### src/rtl/divider.sv
// Signed restoring divider, one quotient bit per cycle.
// Truncating division with a divide-by-zero flag.
module divider #(
    parameter int WIDTH = 64
) (
    input  logic             clk,
    input  logic             reset_n,
    input  logic             op_start,
    input  logic             op_clear,
    input  logic [WIDTH-1:0] dividend,
    input  logic [WIDTH-1:0] divisor,
    output logic [WIDTH-1:0] quotient,
    output logic [WIDTH-1:0] remainder,
    output logic             op_done,
    output logic             div_by_zero
);

    localparam int CW = $clog2(WIDTH);
    localparam logic [CW-1:0] LAST = CW'(WIDTH - 1);

    localparam logic [1:0] S_IDLE = 2'd0;
    localparam logic [1:0] S_DIV  = 2'd1;
    localparam logic [1:0] S_DONE = 2'd2;

    logic [1:0]       state;
    logic [CW-1:0]    count;
    logic [WIDTH-1:0] prem;
    logic [WIDTH-1:0] qsh;
    logic [WIDTH-1:0] dmag;
    logic [WIDTH-1:0] dvd;
    logic             sgn_a;
    logic             sgn_b;

    logic [WIDTH-1:0] a_mag;
    logic [WIDTH-1:0] b_mag;
    logic [WIDTH:0]   shifted;
    logic [WIDTH:0]   diff;
    logic             take;
    logic [WIDTH-1:0] prem_nxt;
    logic [WIDTH-1:0] qsh_nxt;
    logic             dz;
    logic [WIDTH-1:0] q_fin;
    logic [WIDTH-1:0] r_fin;

    assign op_done = (state == S_DONE);

    // Operand magnitudes; the most negative value maps to unsigned 2^(W-1).
    always_comb begin
        a_mag = dividend[WIDTH-1] ? (~dividend + 1'b1) : dividend;
        b_mag = divisor[WIDTH-1] ? (~divisor + 1'b1) : divisor;
    end

    // One restoring step plus the sign-corrected final result.
    always_comb begin
        shifted  = {prem, qsh[WIDTH-1]};
        diff     = shifted - {1'b0, dmag};
        take     = ~diff[WIDTH];
        prem_nxt = take ? diff[WIDTH-1:0] : shifted[WIDTH-1:0];
        qsh_nxt  = {qsh[WIDTH-2:0], take};
        dz       = (dmag == '0);
        q_fin    = (sgn_a ^ sgn_b) ? (~qsh_nxt + 1'b1) : qsh_nxt;
        r_fin    = sgn_a ? (~prem_nxt + 1'b1) : prem_nxt;
        if (dz) begin
            q_fin = '1;
            r_fin = dvd;
        end
    end

    // Control FSM and datapath registers.
    always_ff @(posedge clk or negedge reset_n) begin
        if (!reset_n) begin
            state       <= S_IDLE;
            count       <= '0;
            prem        <= '0;
            qsh         <= '0;
            dmag        <= '0;
            dvd         <= '0;
            sgn_a       <= 1'b0;
            sgn_b       <= 1'b0;
            quotient    <= '0;
            remainder   <= '0;
            div_by_zero <= 1'b0;
        end else if (op_clear) begin
            state       <= S_IDLE;
            count       <= '0;
            prem        <= '0;
            quotient    <= '0;
            remainder   <= '0;
            div_by_zero <= 1'b0;
        end else begin
            case (state)
                S_IDLE: begin
                    if (op_start) begin
                        dvd   <= dividend;
                        qsh   <= a_mag;
                        dmag  <= b_mag;
                        sgn_a <= dividend[WIDTH-1];
                        sgn_b <= divisor[WIDTH-1];
                        prem  <= '0;
                        count <= '0;
                        state <= S_DIV;
                    end
                end
                S_DIV: begin
                    prem  <= prem_nxt;
                    qsh   <= qsh_nxt;
                    count <= count + 1'b1;
                    if (count == LAST) begin
                        quotient    <= q_fin;
                        remainder   <= r_fin;
                        div_by_zero <= dz;
                        state       <= S_DONE;
                    end
                end
                S_DONE: state <= S_DONE;
                default: state <= S_IDLE;
            endcase
        end
    end

endmodule
### config.mk
export PLATFORM = sky130hd
export DESIGN_NAME = divider
export DESIGN_NICKNAME = d
export VERILOG_FILES = /design/src/rtl/divider.sv
export SDC_FILE = /design/constraint.sdc
export NUM_CORES = 1
export LEC_CHECK = 0
export ABC_CLOCK_PERIOD_IN_PS = 8750
export CORE_MARGIN = 8
export CORE_UTILIZATION = 59
export CTS_CLUSTER_DIAMETER = 40
export DETAILED_ROUTE_END_ITERATION = 10
export PLACE_DENSITY = 0.82
export SYNTH_ARGS = -nofsm -noshare
export SYNTH_HDL_FRONTEND = slang
export SYNTH_SLANG_ARGS = --single-unit
export TNS_END_PERCENT = 100
### constraint.sdc
create_clock -name clk -period 8.75 [get_ports clk]
set_input_delay 1.3125 -clock clk [delete_from_list [all_inputs] [get_ports clk]]
set_output_delay 1.3125 -clock clk [all_outputs]
set_load 0.02 [all_outputs]
==> flow_summary_export.csv <==
group,metric,value,unit
run_status,outcome,"finished clean",
worst_setup_path,critPathArrivalTime,7.01,ns
floorplanning,die-width,232,µm
clock_tree,numCtsBuffers,57,
routing,post_drt_wl_per_cell,22.4,µm
sta,max_freq,152,MHz
clock_tree,root_buffer,"clkbuf_16",
power_and_ir_drop,powerDensity,244,mW/mm²
sta,slew_headroom,5.71,%
clock_tree,cts_num_sinks,394,
floorplanning,placementRows,79,
final_layout,multi_input_area,0.0166,mm²
sta,skew,0.0405,ns
placement,place_congestion,0.946,
routing,drt_iter0_drc,2669,
worst_setup_path,cp_common_cell,"a211oi_1",
yosys,synth_edf_count,0,
yosys,synth.distinct_cells,88,
yosys,avgSynthCellArea,8.13,µm²
worst_setup_path,crit_path_max_incr_delay,0.70,ns
worst_setup_path,crit_slowest_cell,"nor4_1",
final_layout,nNetsFinal,3724,
final_layout,ff_latch_area,0.00986,mm²
worst_setup_path,critPathKind,"register to register",
clock_tree,cts_buffer_depth,3,
sta,setup-tns-final,0,ns
yosys,synth_flop_cell,"dfrtp_1",
floorplanning,dieHeight,232,µm
final_layout,areaGrowthSynthToFinish,17.7,%
routing,viasPerCell,6.43,
clock_tree,post-cts-setup-buffers,0,
clock_tree,clk_pin_slew_worst_paths,0.06,ns
clock_tree,cts_tree,"yes",
grt,antenna_found_initial,1,
floorplanning,coreArea,0.0464,mm²
clock_tree,cts-resized-gates,0,
worst_setup_path,crit_chain,"inv_1, ha_1, fa_1, nand2b_1, a211oi_1, o21ai_1, a211oi_1, nor4b_1, nor4_4, buf_12, inv_2, or4b_1, o32a_4, nor4_1, nand3_1, o41a_1, xnor2_1, o21ai_0",
worst_setup_path,crit_required,9.20,ns
routing,wirelength,93400,µm
routing,drcViolationCount,0,
worst_setup_path,crit_fanout,118,
yosys,synth_warnings,0,
clock_tree,cts_max_level,2,
sta,hold_viol_final,0,
clock_tree,clk_latency,0.64,ns
flow_run,cap_violations,0,
grt,grt_pass1_wl,146000,µm
routing,ant_nets,0,
grt,grt.total_usage,33.9,%
yosys,syn_inst,3385,
grt,grt_max_degree,171,
sta,fin_crit_sh,74.9,%
sta,tightestPinTransition,1.41,ns
placement,port_buffers,261,
yosys,postSynthRegisterBits,394,
sta,holdWs,0.473,ns
worst_setup_path,crit_path_start_kind,"register",
yosys,synthArstFlopShare,100,%
sta,rsz0062_at_grt,"false",
final_layout,drive_above_1_share,7.34,%
placement,dpl.hpwl,70500,µm
power_and_ir_drop,p_leak,13.7,nW
sta,finalSetupViolCount,0,
yosys,seq_area_frac_synth,35.8,%
floorplanning,initial_core_util,59.4,%
grt,grt_pass1_vias,26100,
yosys,syn-num-nets,3589,
routing,dr.pass1.iters,6,
power_and_ir_drop,ir_worst_vdd,0.000256,V
min_path,hold_path_class,"register to register",
floorplanning,dieArea,0.0538,mm²
final_layout,n_fill_cell,3650,
worst_setup_path,cp-end-kind,"register",
yosys,synth_area,0.0275,mm²
final_layout,stdcell_count,4179,
sta,drv_slew,0,
sta,period_needed,6.56,ns
placement,place_inst,4068,
grt,grt.overflow.total,0,
floorplanning,ios,262,
clock_tree,ctsHoldBuffers,0,
routing,num_vias,26900,
## where the power goes
part	leakage, nW	total (mW)	switching (mW)	internal, mW
Clock	0.951	2.39	0.965	1.42
Combinational	7.58	2.92	1.83	1.08
Sequential	5.16	2.61	0.430	2.18
## Yosys cell counts, types with 66 or more instances
master,number,area (µm²)
ha_1,71,888
nor3_1,81,405
nand2_1,514,1930
clkbuf_1,179,672
xnor2_1,105,920
nor2_1,222,833
a21oi_1,214,1070
mux2_2,66,743
o21ai_0,453,2270
inv_1,99,372
xor2_1,174,1520
dfrtp_1,394,9860
## cell families after synthesis
kind of cell | share of synthesized area, %
XOR/XNOR | 8.88
flip-flops | 35.8
adder cells (fa/ha/maj) | 3.30
AO/OA/AOI/OAI | 23.0
multiplexers | 4.48
AND/OR/NAND/NOR | 20.2
buffers and inverters | 4.31
## cell usage in the layout, fill, tap and decap left out, drive strengths merged, types with 66 or more instances in the layout
cell	netlist	routed
xnor2	105	105
dfrtp	394	394
nand2	514	514
o21ai	462	462
xor2	174	174
mux2	66	66
clkdlybuf4s50	0	258
nor3	82	82
ha	71	71
nor2	222	222
a21oi	215	215
inv	99	112
## state kept, by name, indices dropped and copies added, names as in the netlist
| signal | count |
|---|---|
| dmag | 64 |
| dvd | 64 |
| prem | 64 |
| qsh | 64 |
| quotient | 64 |
| remainder | 64 |
| count | 6 |
| state | 2 |
| div_by_zero | 1 |
| sgn_b | 1 |
## stage by stage
step	total power, mW	util [%]	setup WS, ns	area [µm²]
2_1_floorplan	4.54	-	3.06	27500
3_3_place_gp	5.34	65.6	2.45	30400
3_5_place_dp	5.44	65.6	2.34	30400
4_1_cts	7.85	69.9	2.29	32400
5_1_grt	8.33	69.9	1.94	32400
6_report	7.91	69.9	2.19	32400
## path summary, 6_finish.rpt
check / startpoint / end / slack [ns] / cells past startpoint
max: qsh[63] / remainder[63] / 2.19 / 18
min: quotient[58] / quotient[58] / 0.47 / 2
max reg2reg: qsh[63] / remainder[63] / 2.19 / 18
min reg2reg: quotient[58] / quotient[58] / 0.47 / 2
max in group asynchronous: reset_n / dmag[48] / 6.60 / 2
min in group asynchronous: reset_n / quotient[3] / 0.69 / 1
## layer usage
metal / routed length, µm / track usage (%) / vias to the layer above
met1: 39100 / 45.7 / 13000
met2: 43400 / 54.7 / 1258
met5: 0 / 0 / -
met3: 7460 / 5.00 / 204
met4: 3480 / 12.8 / 0
li1: - / - / 12400
## worst max-delay path: cells and delay by family, from the launching register on
family	cells	cell delay, ns
simple gates	6	2.30
compound gates	6	1.96
buf+inv	3	0.86
fa+ha+maj	2	0.64
flops	1	0.39
xor+xnor	1	0.15
## final cells by class
type                            count  share of cell area (%)
Tap cell                          607                    2.34
Antenna cell                        4                  0.0309
Sequential cell                   394                    30.4
Clock buffer                       63                    4.50
Multi-Input combinational cell   2679                    51.1
Timing Repair Buffer              288                    8.75
Inverter                          100                    1.16
Clock inverter                     44                    1.68
Note: power is estimated with default switching activity, not from simulation.
